==> src/rtl/bus_mux_reg_pkg.sv <==
// Package: bus_mux_reg_pkg
// Shared definitions for the registered bus multiplexer and the blocks that use it
// (datapath top, control unit).
//   MODE_PRIORITY / MODE_STRICT : conflict-handling mode selectors
//   BUS_N / BUS_W               : default source count and data width
//   idx_width()                 : width of a source index, never less than 1

package bus_mux_reg_pkg;

    localparam int unsigned MODE_PRIORITY = 0;
    localparam int unsigned MODE_STRICT   = 1;

    localparam int unsigned BUS_N = 24;
    localparam int unsigned BUS_W = 32;

    function automatic int unsigned idx_width(input int unsigned n);
        return (n > 1) ? $clog2(n) : 1;
    endfunction

endpackage

==> src/rtl/bus_mux_reg_prio_enc.sv <==
// Module: bus_mux_reg_prio_enc
// Combinational priority encoder over N drive requests; index 0 has highest priority.
//   e      in   N    drive requests
//   onehot out  N    lowest set bit of e, 0 if none
//   idx    out  IW   index of lowest set bit, 0 if none
//   any    out  1    at least one request
//   multi  out  1    two or more requests

module bus_mux_reg_prio_enc
    import bus_mux_reg_pkg::*;
#(
    parameter int unsigned N = BUS_N
) (
    input  logic [N-1:0]              e,
    output logic [N-1:0]              onehot,
    output logic [idx_width(N)-1:0]   idx,
    output logic                      any,
    output logic                      multi
);

    localparam int unsigned IW = idx_width(N);

    always_comb begin
        // Two's-complement trick isolates the lowest set bit.
        onehot = e & (~e + N'(1));
        // Clearing the lowest set bit leaves something only if two or more were set.
        multi  = |(e & (e - N'(1)));
        any    = |e;
        idx    = '0;
        // Descending scan so the lowest set index is the last one written.
        for (int i = int'(N) - 1; i >= 0; i--) begin
            if (e[i]) begin
                idx = IW'(i);
            end
        end
    end

endmodule

==> src/rtl/bus_mux_reg.sv <==
// Module: bus_mux_reg
// Registered N-source bus with priority arbitration and driver-conflict tracking.
//   clk             in   1     rising-edge clock
//   clr             in   1     asynchronous active-high reset
//   src_data        in   N*W   flattened sources, source i = src_data[i*W +: W]
//   src_out_en      in   N     per-source drive request
//   err_clr         in   1     synchronous clear of conflict_sticky / conflict_cnt
//   bus_out         out  W     registered bus value, holds when no source drives
//   bus_valid       out  1     bus_out was loaded from a source last cycle
//   grant           out  N     registered one-hot winner, 0 if none
//   src_idx         out  IW    registered winner index, 0 if none
//   conflict        out  1     more than one request last cycle
//   conflict_sticky out  1     any conflict since last clear
//   conflict_cnt    out  CW    saturating count of conflict cycles

module bus_mux_reg
    import bus_mux_reg_pkg::*;
#(
    parameter int unsigned N    = BUS_N,
    parameter int unsigned W    = BUS_W,
    parameter int unsigned CW   = 8,
    parameter int unsigned MODE = MODE_PRIORITY
) (
    input  logic                     clk,
    input  logic                     clr,
    input  logic [N*W-1:0]           src_data,
    input  logic [N-1:0]             src_out_en,
    input  logic                     err_clr,
    output logic [W-1:0]             bus_out,
    output logic                     bus_valid,
    output logic [N-1:0]             grant,
    output logic [idx_width(N)-1:0]  src_idx,
    output logic                     conflict,
    output logic                     conflict_sticky,
    output logic [CW-1:0]            conflict_cnt
);

    localparam int unsigned IW = idx_width(N);
    localparam logic [CW-1:0] CntMax = {CW{1'b1}};

    logic [N-1:0]  win_oh;
    logic [IW-1:0] win_idx;
    logic          any_en;
    logic          multi_en;
    logic          blank;
    logic [W-1:0]  mux_data;

    logic [W-1:0]  bus_q;
    logic          valid_q;
    logic [N-1:0]  grant_q;
    logic [IW-1:0] idx_q;
    logic          conflict_q;
    logic          sticky_q;
    logic [CW-1:0] cnt_q;

    bus_mux_reg_prio_enc #(
        .N (N)
    ) u_prio_enc (
        .e      (src_out_en),
        .onehot (win_oh),
        .idx    (win_idx),
        .any    (any_en),
        .multi  (multi_en)
    );

    // Strict mode drives the bus to zero rather than pick a winner.
    assign blank = (MODE == MODE_STRICT) && multi_en;

    // AND-OR mux; win_oh is one-hot or zero so at most one slice contributes.
    always_comb begin
        mux_data = '0;
        for (int i = 0; i < int'(N); i++) begin
            mux_data = mux_data | (src_data[i*W +: W] & {W{win_oh[i]}});
        end
    end

    always_ff @(posedge clk or posedge clr) begin
        if (clr) begin
            bus_q   <= '0;
            valid_q <= 1'b0;
            grant_q <= '0;
            idx_q   <= '0;
        end else if (blank) begin
            bus_q   <= '0;
            valid_q <= 1'b0;
            grant_q <= '0;
            idx_q   <= '0;
        end else if (any_en) begin
            bus_q   <= mux_data;
            valid_q <= 1'b1;
            grant_q <= win_oh;
            idx_q   <= win_idx;
        end else begin
            // Idle: bus value holds, qualifiers drop.
            valid_q <= 1'b0;
            grant_q <= '0;
            idx_q   <= '0;
        end
    end

    always_ff @(posedge clk or posedge clr) begin
        if (clr) begin
            conflict_q <= 1'b0;
            sticky_q   <= 1'b0;
            cnt_q      <= '0;
        end else begin
            conflict_q <= multi_en;
            if (multi_en) begin
                // A conflict on the clearing edge counts as the first after the clear.
                sticky_q <= 1'b1;
                if (err_clr) begin
                    cnt_q <= CW'(1);
                end else if (cnt_q != CntMax) begin
                    cnt_q <= cnt_q + CW'(1);
                end
            end else if (err_clr) begin
                sticky_q <= 1'b0;
                cnt_q    <= '0;
            end
        end
    end

    assign bus_out         = bus_q;
    assign bus_valid       = valid_q;
    assign grant           = grant_q;
    assign src_idx         = idx_q;
    assign conflict        = conflict_q;
    assign conflict_sticky = sticky_q;
    assign conflict_cnt    = cnt_q;

endmodule

==> config.mk <==
export PLATFORM = sky130hd
export DESIGN_NAME = bus_mux_reg
export DESIGN_NICKNAME = d
export VERILOG_FILES = /design/src/rtl/bus_mux_reg_pkg.sv /design/src/rtl/bus_mux_reg_prio_enc.sv /design/src/rtl/bus_mux_reg.sv
export SDC_FILE = /design/constraint.sdc
export NUM_CORES = 1
export LEC_CHECK = 0
export ABC_AREA = 1
export CAP_MARGIN = 20
export CORE_AREA = 2 2 334 336
export DETAILED_ROUTE_END_ITERATION = 8
export DIE_AREA = 0 0 336 338
export PLACE_DENSITY_LB_ADDON = 0.05
export SLEW_MARGIN = 20
export SYNTH_ARGS = -nofsm -noshare
export SYNTH_HDL_FRONTEND = slang
export SYNTH_SLANG_ARGS = --single-unit
==> constraint.sdc <==
create_clock -name clk -period 2.5 [get_ports clk]
set_input_delay 0.375 -clock clk [delete_from_list [all_inputs] [get_ports clk]]
set_output_delay 0.375 -clock clk [all_outputs]
set_load 0.01 [all_outputs]
==> out/results.txt, run 1 <==
Crit path max fanout: 6
Post-synthesis simple-gate area fraction: 37.3%
VDD IR-drop max: 0.305 mV
Worst R2R Start: conflict_cnt[0]
Switching share of power: 30.8%
Post-synthesis area per instance: 6.09 sq um
Least-Margin Pin Slew: 0.755 ns
Multiplexer area fraction after synthesis: 0%
Reg power frac: 24.2%
# rows: 122
Gate power share: 45.6%
Worst R2R Path Depth: 9
Cells after DPL: 3852
Largest net degree at the start of global routing: 28
Mapped Nets: 2093
Initial Util: 7.18%
Area delta synth->final: 175%
Setup Viol. Count Final: 0
Fin. Hold Viols: 0
Setup Total Neg Slack: 0 ns
Global route overflow: 0
Routed wire length: 102000 um
Hold Path Stages: 4
Worst setup EP type: register
Synth Area in Adders: 0.158%
Worst EP required: 2.83 ns
Slew HR: 49.7%
Hold_sp: src_out_en[2]
Routed wire per std cell: 26.1 um
CTS H-tree depth: 3
Mapped Area: 7900 sq um
Drc violations: 0
Commonest non-fill, non-tap cell in the layout: clkdlybuf4s50_1
CTS sink count: 72
Pre-antenna DRT Iters: 5
Place WS: -1.14 ns
Count of state elements after synthesis: 72
R2r endpoint: conflict_cnt[1]
Synth Area in Compound Gates: 30.0%
Reg clk slew, reported paths: 0.07 ns
Non-filler cells, final: 3899
Status: finished, final reports clean
Clock Skew: 0.00478 ns
ANT nets after route: 0
I/O pin count: 867
Layout cells sized above 1: 17.1%
Hpwl dp: 90800 um
Post-synthesis xor/xnor area fraction: 0.443%
Antenna violations before repair: 37
Hold endpoint: src_idx[0]
CTS root buffer: clkbuf_16
Max Clk Rate: 421 MHz
RSZ-0062 raised after global routing: no
Most frequent cells in the layout: 850 x clkdlybuf4s50_1, 378 x nand2_1, 231 x buf_4
Hold/Removal Path Class: in2reg
Initial DRC count: 531
Netlist cell types: 41
Yosys top cell area share: 22.8%
Clk pwr share: 30.2%
Synthesized netlist cell count: 1297
Final period utilization: 95.0%
Vias in the first global route: 15300
CTS tree: built
Num CTS Buffers: 9
CP startpoint kind: input port
Power Density: 241 nW/um^2
# Max-Cap Violations: 0
Die Ht: 338 um
Clock buffer depth: 2
Switching power: 1620 uW
Seq/Total Area, Yosys: 22.8%
Worst R2R Setup Slack: 0.60 ns
Core area: 110000 sq um
Vias post-DR: 14000
Critical path type: in2reg
Slew Viols, Final: 0
YS warnings: 0
CP Data Arrival Time: 2.70 ns
Gpl congestion: 0.866
First-pass GRT wire length: 131000 um
Cell internal pwr: 3630 uW
Largest family of logic cells by synthesized area: simple AND/OR/NAND/NOR gates
Vias per cell: 3.60
Die area: 114000 sq um
Die Wd: 336 um
Port bufs: 866
Fin crit period: 2.37 ns
Final worst slack: 0.126 ns
Total track usage: 17.3%
Area leader, netlist: dfrtp_1
Static Leak: 0.00877 uW
Main area contributors after synthesis: dfrtp_1 23%, nand2_1 18%, a22o_1 7.9%, a21oi_1 7.4%, nand3_1 6.3%
Layout Nets: 3180
Later-pin clock latency in the skew report: 0.39 ns
layer usage:
layer / GRT usage [%] / vias up / wire, um
met3: 4.86 / 57 / 6490
met2: 33.3 / 535 / 55700
met4: 4.02 / 22 / 1350
met5: 0 / - / 149
met1: 18.3 / 6666 / 38100
li1: - / 6747 / -
power by group through the flow:
stage / Clock [uW] / Combinational (uW) / Sequential [uW]
finish: 1580 / 2390 / 1270
global placement: 0 / 2420 / 1300
global route: 1720 / 2560 / 1280
floorplan: 0 / 322 / 1320
detailed placement: 0 / 2410 / 1300
CTS: 1710 / 2460 / 1270
cell type report:
cell class / instances / area, sq um
flip-flops and latches: 72 / 1800
inverters: 106 / 414
clock buffers: 9 / 225
multi-input cells: 1039 / 5770
repair buffers: 1156 / 11500
diodes: 22 / 55.1
fillers: 12400 / 88300
well taps: 1488 / 1860
clock inverters: 7 / 95.1
worst max-delay path: stages:
cell and delay (ns):
dlygate4sd2_1 0.25, nor2_2 0.19, nand2_2 0.15, nor2_8 0.13
buf_4 0.15, inv_2 0.05, nor2_1 0.17, nand2_2 0.17
inv_4 0.11, buf_12 0.13, a22o_2 0.26, a21oi_1 0.08
buf_4 0.15, nand4_1 0.12, nor2_1 0.07, a31oi_1 0.12
registers in the layout (all words and copies together), names as in the netlist:
signal           flops
bus_out             32
bus_valid            1
conflict             1
conflict_cnt         8
conflict_sticky      1
grant               24
src_idx              5
Yosys cell counts:
cell	n
a211oi_1	19
a211oi_2	1
a21o_1	1
a21oi_1	117
a221oi_1	57
a22o_1	71
a22oi_1	29
a31oi_1	17
and2_1	1
buf_1	12
buf_2	17
buf_4	1
buf_6	2
clkbuf_1	48
clkinv_1	3
dfrtp_1	72
ha_1	1
inv_1	100
inv_2	3
nand2_1	381
nand2_2	4
nand2_4	1
nand3_1	100
nand3b_1	2
nand4_1	43
nor2_1	124
nor2_2	7
nor2_4	2
nor2_8	1
nor3_1	17
nor3_2	1
nor3b_1	3
nor4_1	2
o2111a_1	1
o21ai_0	26
o21ai_1	1
o21ai_2	2
o22ai_1	1
o31ai_1	1
or2_1	1
xor2_1	4
repair_timing:
action,CTS,global route
buffers inserted,9,1
setup endpoints to repair,42,36
hold buffers,0,0
gates resized for setup,80,19
cloned,0,0
pin swaps,21,15
through the flow:
step	utilization (%)	total power, uW	area, sq um	hold WS (ns)
after floorplan	-	1640	7900	0.447
after global placement	19.0	3710	20900	0.481
after detailed placement	19.0	3710	20900	0.490
after CTS	19.6	5450	21600	0.345
after global routing	19.7	5560	21700	0.257
final	19.8	5250	21700	0.269
cells by family after synthesis:
group                      Yosys count
and+or+nand+nor                    690
AOI/OAI and AO/OA                  344
buffers and inverters              186
DFF                                 72
xor gates and xnor gates             4
adders and majority gates            1
worst max-delay path by stage:
stage                       end  slack [ns]      startpoint
floorplan            bus_out[0]        0.30             clr
finish               bus_out[1]        0.13   src_out_en[5]
global route         bus_out[0]      0.0002   src_out_en[4]
global placement     bus_out[0]       -1.15   src_out_en[1]
detailed placement   bus_out[0]       -1.14   src_out_en[1]
CTS                 bus_out[17]        0.01  src_out_en[12]
(Power assumes the default switching activity.)
==> run 2: changes to the inputs <==
SETUP_SLACK_MARGIN = 0.15   (was default)
SYNTH_HIERARCHICAL = 1   (was default)
==> run 2 against run 1 <==
Effect of this change: first-iteration DRC count increased by 40%; maximum frequency increased by 2.6%; routed wire length increased by 22%; clock power increased by 3%; synthesized cell count increased by 52%; combinational power decreased by 5%; largest cell class unchanged.
==> out/results.txt, run 2 <==
Top FF cell, synth: dfrtp_1
Multiplexer area fraction after synthesis: 0% (unchanged)
Later-pin clock latency in the skew report: 0.39 ns (about the same)
RSZ-0062 raised after global routing: yes
Seq/Total Area, Yosys: 19.2% (-3.6 points)
Fin crit period: 2.31 ns (-0.0601 ns)
Static Leak: 0.0112 uW (+27%)
Gate power share: 43.8% (-1.8 points)
Placed instance area: 22100 sq um (+5.5%)
Switching power: 1680 uW (+3.9%)
Clk pwr share: 31.3% (+1.1 points)
YS warnings: 6 (+6)
Synthesized netlist cell count: 1976 (+52%)
First-pass GRT wire length: 157000 um (+19%)
Worst R2R Start: conflict_cnt[1]
Layout Nets: 3834 (+21%)
Commonest cells post-synth: 1251 x nand2_1, 298 x nor2_1, 100 x buf_2
Final worst slack: 0.186 ns (+0.0601 ns)
Layout cells sized above 1: 15.7% (-1.4 points)
Clock buffer depth: 2 (unchanged)
Largest net degree at the start of global routing: 29 (+3.6%)
Commonest non-fill, non-tap cell in the layout: nand2_1
CP startpoint kind: input port
CTS Hold Bufs: 0 (unchanged)
Count leader, synth: nand2_1
Synth Area in Compound Gates: 4.99% (-25 points)
Fin. Hold Viols: 0 (unchanged)
CTS H-tree depth: 3 (unchanged)
CTS root buffer: clkbuf_16
Worst R2R Path Depth: 10 (+1)
Count of state elements after synthesis: 72 (unchanged)
Post-synthesis area per instance: 4.76 sq um (-22%)
Die area: 114000 sq um (unchanged)
CTS tree: built
CTS sink count: 72 (unchanged)
# rows: 122 (unchanged)
# Max-Cap Violations: 0 (unchanged)
Setup Total Neg Slack: 0 ns (unchanged)
Most frequent CP cell: nor2_4
Num CTS Buffers: 9 (unchanged)
Place WS: -1.13 ns (+0.00693 ns)
Die Ht: 338 um (unchanged)
Area delta synth->final: 152%
Port bufs: 866 (unchanged)
Yosys top cell area share: 50.0% (+27 points)
Drc violations: 0 (unchanged)
Die Wd: 336 um (unchanged)
Most frequent cells in the layout: 1210 x nand2_1, 848 x clkdlybuf4s50_1, 244 x nor2_1
Max reg flops: 32 (unchanged)
Pre-antenna DRT Iters: 5 (unchanged)
Hpwl dp: 102000 um (+12%)
Post-synthesis simple-gate area fraction: 66.7% (+29 points)
CP cell instances: buf_8 > nor2_4 > buf_6 > inv_4 > nor2_4 > inv_2 > nor2_4 > inv_2 > nor2_4 > buf_6 > nand3_4 > nand2_2 > o2111ai_2 > nor4_2 > nand2_2 > buf_6 > nand2_8 > nand2_8 > nand2_4 > nand2_2 > nand2_1 > inv_1
Post-synth ARST share: 100% (unchanged)
Netlist cell types: 28 (-32%)
Synth Area in Adders: 0.133% (-0.025 points)
Critical path type: in2reg
Vias in the first global route: 17800 (+16%)
Vias per cell: 3.64 (+1.2%)
Post-Layout Inst Area: 23700 sq um (+8.8%)
Clock Skew: 0.00624 ns (+0.00146 ns)
VDD IR-drop max: 0.301 mV (-1.3%)
Setup Viol. Count Final: 0 (unchanged)
Slew Viols, Final: 0 (unchanged)
Worst path buffer plus inverter count: 8 (+2)
Post-synthesis xor/xnor area fraction: 0% (-0.44 points)
Max Clk Rate: 432 MHz (+2.6%)
Worst setup EP type: register
Vias post-DR: 16500 (+18%)
Main area contributors after synthesis: nand2_1 50%, dfrtp_1 19%, nor2_1 12%, buf_2 5.3%, a21oi_1 3.8%
Status: finished, final reports clean
Routed wire per std cell: 27.4 um (+5.0%)
Hold/Removal Path Class: in2async
R2r endpoint: conflict_cnt[7]
Final period utilization: 92.6% (-2.4 points)
CP Data Arrival Time: 2.60 ns (-0.10 ns)
Global route overflow: 0 (unchanged)
Power Density: 218 nW/um^2 (-9.6%)
Mapped Area: 9400 sq um (+19%)
Routed wire length: 124000 um (+22%)
ANT nets after route: 0 (unchanged)
Mapped Nets: 2772 (+32%)
Crit-path leading delay family: simple AND/OR/NAND/NOR gates
Total track usage: 20.6% (+3.4 points)
Area leader, netlist: nand2_1
Worst EP required: 2.79 ns (-0.04 ns)
Switching share of power: 32.6% (+1.7 points)
Largest family of logic cells by synthesized area: simple AND/OR/NAND/NOR gates
Cell internal pwr: 3480 uW (-4.1%)
Antenna violations before repair: 20 (-46%)
Least-Margin Pin Slew: 0.579 ns (-0.176 ns)
Core area: 110000 sq um (unchanged)
Reg clk slew, reported paths: 0.08 ns (about the same)
Initial Util: 8.54% (+1.4 points)
Reg power frac: 24.9% (+0.7 points)
Slowest stage delay, CP: 0.31 ns (+0.05 ns)
Worst R2R Setup Slack: 0.95 ns (+0.35 ns)
WHS: 0.368 ns (+0.0990 ns)
Gpl congestion: 0.892 (+3.0%)
Crit path max fanout: 6 (unchanged)
Slew HR: 61.3% (+12 points)
Final design utilization: 21.5% (+1.7 points)
CP max-delay cell: nor4_2
Post-synth EDFFs: 0 (unchanged)
Initial DRC count: 743 (+40%)
I/O pin count: 867 (unchanged)
==> run 2: cell count changes after synthesis, sizes merged, moves of 28 or more <==
cell,change
nor2,+177
nand3,-56
a22oi,-28
nand2,+872
a21oi,-46
buf,+70
nand4,-40
a221oi,-57
a22o,-70
clkbuf,-42
==> run 2: metal layers <==
layer	GRT usage, %	up-vias	wire [um]
li1	-	8068	-
met1	23.0	7828	48400
met2	40.9	527	68500
met3	3.90	74	6240
met4	2.91	14	1170
met5	0	-	83
==> run 2: through the flow <==
step / total power (uW) / instances
detailed placement: 3540 / 4465
global placement: 3550 / 4465
floorplan: 1600 / 1976
CTS: 5280 / 4505
global route: 5430 / 4531
finish: 5160 / 4533
==> run 2: power groups by stage <==
stage          registers, uW  clock network, uW  logic [uW]
5_1_grt                 1290               1740        2400
3_3_place_gp            1310                  0        2240
4_1_cts                 1290               1720        2270
3_5_place_dp            1310                  0        2230
6_report                1280               1620        2260
2_1_floorplan           1320                  0         282
==> run 2: how the worst max path moves through the flow <==
stage / startpoint / to / slack (ns) / depth (start not counted)
2_1_floorplan: src_out_en[3] / conflict_cnt[5] / 0.25 / 20
3_3_place_gp: src_out_en[1] / bus_out[26] / -1.11 / 21
3_5_place_dp: src_out_en[1] / bus_out[26] / -1.13 / 21
4_1_cts: src_out_en[2] / bus_out[10] / 0.10 / 22
5_1_grt: src_out_en[8] / conflict_cnt[7] / 0.0009 / 20
6_report: src_out_en[3] / conflict_cnt[7] / 0.19 / 22
==> run 2: layout make-up <==
cell class | count | area [sq um]
sequential | 72 | 1800
clock buffer | 10 | 239
timing repair buffer | 1158 | 12000
fill | 12500 | 86400
tap | 1488 | 1860
inverter | 81 | 317
clock inverter | 6 | 75.1
multi-input combinational | 1716 | 7400
antenna | 2 | 5.00
==> run 2: worst reg2reg max path: cells and delay by family (launching register included) <==
| kind | cells | cell delay (ns) |
|---|---|---|
| fa+ha+maj | 1 | 0.24 |
| buf+inv | 1 | 0.04 |
| flops | 1 | 0.48 |
| simple gates | 8 | 0.72 |
==> run 2: timing repair <==
item / in CTS / in global routing
setup endpoints to repair: 44 / 41
gates cloned: 2 / 7
pin swaps: 31 / 80
resized for setup: 114 / 121
buffers inserted: 22 / 19
==> run 2: logic make-up after synthesis <==
kind of cell,Yosys count
compound gates,89
fa+ha+maj,1
buf+inv,189
flops,72
simple gates,1625
==> run 3: changes to the inputs <==
CTS_BUF_LIST = sky130_fd_sc_hd__clkbuf_4 sky130_fd_sc_hd__clkbuf_8   (was default)
==> run 3 against run 2 <==
Effect of this change: maximum frequency is 0.66% higher; sequential power about the same; worst setup slack improved by 0.015 ns; die area is the same; clock power is 22% lower.
==> out/results.txt, run 3 (same netlist as run 2, synthesis figures left out) <==
WHS: 0.303 ns (-0.0644 ns)
Layout cells sized above 1: 14.2% (-1.5 points)
Initial Util: 8.54% (unchanged)
Power Density: 207 nW/um^2 (-5.0%)
CTS root buffer: clkbuf_8
Largest net degree at the start of global routing: 29 (unchanged)
Pre-antenna DRT Iters: 5 (unchanged)
Grt met1 use: 23.0% (+0.042 points)
Commonest non-fill, non-tap cell in the layout: nand2_1
Setup Total Neg Slack: 0 ns (unchanged)
Slew HR: 61.2% (about the same)
Antenna violations before repair: 21 (+5.0%)
Gpl congestion: 0.892 (unchanged)
Gate power share: 46.7% (+2.9 points)
Die Ht: 338 um (unchanged)
Final design utilization: 21.0% (-0.46 points)
Worst setup EP type: register
Switching share of power: 34.2% (+1.6 points)
Core area: 110000 sq um (unchanged)
# Max-Cap Violations: 0 (unchanged)
Crit path max fanout: 7 (+1)
Max reg flops: 32 (unchanged)
First-pass GRT wire length: 157000 um (about the same)
Routed wire per std cell: 27.0 um (-1.7%)
Clock buffer depth: 2 (unchanged)
RSZ-0062 raised after global routing: yes
Vias in the first global route: 17700 (-0.062%)
Least-Margin Pin Slew: 0.580 ns (+0.000543 ns)
Vias post-DR: 16400 (-0.60%)
Fin crit period: 2.30 ns (-0.0152 ns)
Critical path type: in2reg
CTS H-tree depth: 3 (unchanged)
Reg power frac: 26.8% (+1.9 points)
Die Wd: 336 um (unchanged)
I/O pin count: 867 (unchanged)
Switching power: 1640 uW (-2.4%)
Clock Skew: 0.0119 ns (+0.00566 ns)
Drc violations: 0 (unchanged)
Cells after DPL: 4465 (unchanged)
CTS tree: built
# rows: 122 (unchanged)
ANT nets after route: 0 (unchanged)
Non-filler cells, final: 4518 (-0.33%)
Total track usage: 20.6% (about the same)
Vias per cell: 3.63 (-0.27%)
Final worst slack: 0.201 ns (+0.0152 ns)
Port bufs: 866 (unchanged)
Num CTS Buffers: 9 (unchanged)
Routed wire length: 122000 um (-2.0%)
Most frequent cells in the layout: 1223 x nand2_1, 848 x clkdlybuf4s50_1, 256 x nor2_1
Setup Viol. Count Final: 0 (unchanged)
Layout Nets: 3817 (-0.44%)
Met2 Use GR: 40.8% (-0.11 points)
CTS sink count: 72 (unchanged)
VDD IR-drop max: 0.232 mV (-23%)
Status: finished, final reports clean
Met3 GRT Util: 3.92% (+0.023 points)
Max Clk Rate: 435 MHz (+0.66%)
CP Data Arrival Time: 2.67 ns (+0.07 ns)
Initial DRC count: 728 (-2.0%)
Worst R2R Setup Slack: 0.97 ns (+0.02 ns)
CTS Hold Bufs: 0 (unchanged)
Fin. Hold Viols: 0 (unchanged)
Gr busiest metal: met2
Global route overflow: 0 (unchanged)
Reg clk slew, reported paths: 0.11 ns (+0.03 ns)
Static Leak: 0.0110 uW (-1.9%)
Place WS: -1.13 ns (unchanged)
Die area: 114000 sq um (unchanged)
Later-pin clock latency in the skew report: 0.44 ns (+0.05 ns)
Final period utilization: 92.0% (-0.61 points)
Area delta synth->final: 146%
Hpwl dp: 102000 um (unchanged)
Worst EP required: 2.87 ns (+0.08 ns)
Cell internal pwr: 3160 uW (-9.2%)
Slew Viols, Final: 0 (unchanged)
Hold/Removal Path Class: in2async
CP startpoint kind: input port
Clk pwr share: 26.5% (-4.8 points)
run 3: stage by stage:
stage          area (sq um)  total power (uW)
2_1_floorplan          9400              1600
3_3_place_gp          22100              3550
3_5_place_dp          22100              3540
4_1_cts               22800              4920
5_1_grt               23100              5060
6_report              23100              4800
run 3: worst max-delay path, cell delays in order:
cell,delay (ns)
clkdlybuf4s50_1,0.46
buf_4,0.18
nor2_2,0.18
nand2_2,0.11
nor2_4,0.16
buf_6,0.11
inv_1,0.05
nor2_4,0.15
buf_12,0.17
buf_12,0.14
buf_6,0.11
nand2_1,0.04
nand2_1,0.06
nor2_1,0.05
nand2_1,0.12
nor2_4,0.07
a21oi_2,0.12
run 3: power by group through the flow:
stage | Combinational (uW) | Sequential, uW | Clock, uW
floorplan | 282 | 1320 | 0
global placement | 2240 | 1310 | 0
detailed placement | 2230 | 1310 | 0
CTS | 2270 | 1290 | 1360
global route | 2390 | 1290 | 1380
finish | 2240 | 1280 | 1270
run 3: final cells by class:
type	instances	area, sq um
antenna	4	10.0
clock buffer	10	138
clock inverter	6	75.1
fill	12600	86900
inverter	81	317
multi-input combinational	1716	7290
sequential	72	1800
tap	1488	1860
timing repair buffer	1141	11700
run 3: metal layers:
metal  part of all wire [%]  wire length (um)  vias to the layer above
met4                    1.0              1270                       16
met1                     39             47400                     7738
met5                  0.080                98                        -
met3                    5.2              6320                       63
met2                     55             66700                      560
li1                       -                 -                     8035
run 3: worst paths after layout:
kind | cells after the start | from | end
max | 17 | src_out_en[17] | bus_out[29]
min | 2 | clr | grant[1]
max reg2reg | 8 | conflict_cnt[1] | conflict_cnt[2]
min reg2reg | 2 | conflict_sticky | conflict_sticky
max in group asynchronous | 3 | clr | grant[10]
min in group clk | 7 | src_out_en[2] | src_idx[0]
run 3: repair_timing:
item,in CTS,in global routing
buffers inserted,20,10
setup endpoints to repair,42,40
pin swaps,33,46
resized for setup,107,77
cloned,2,1
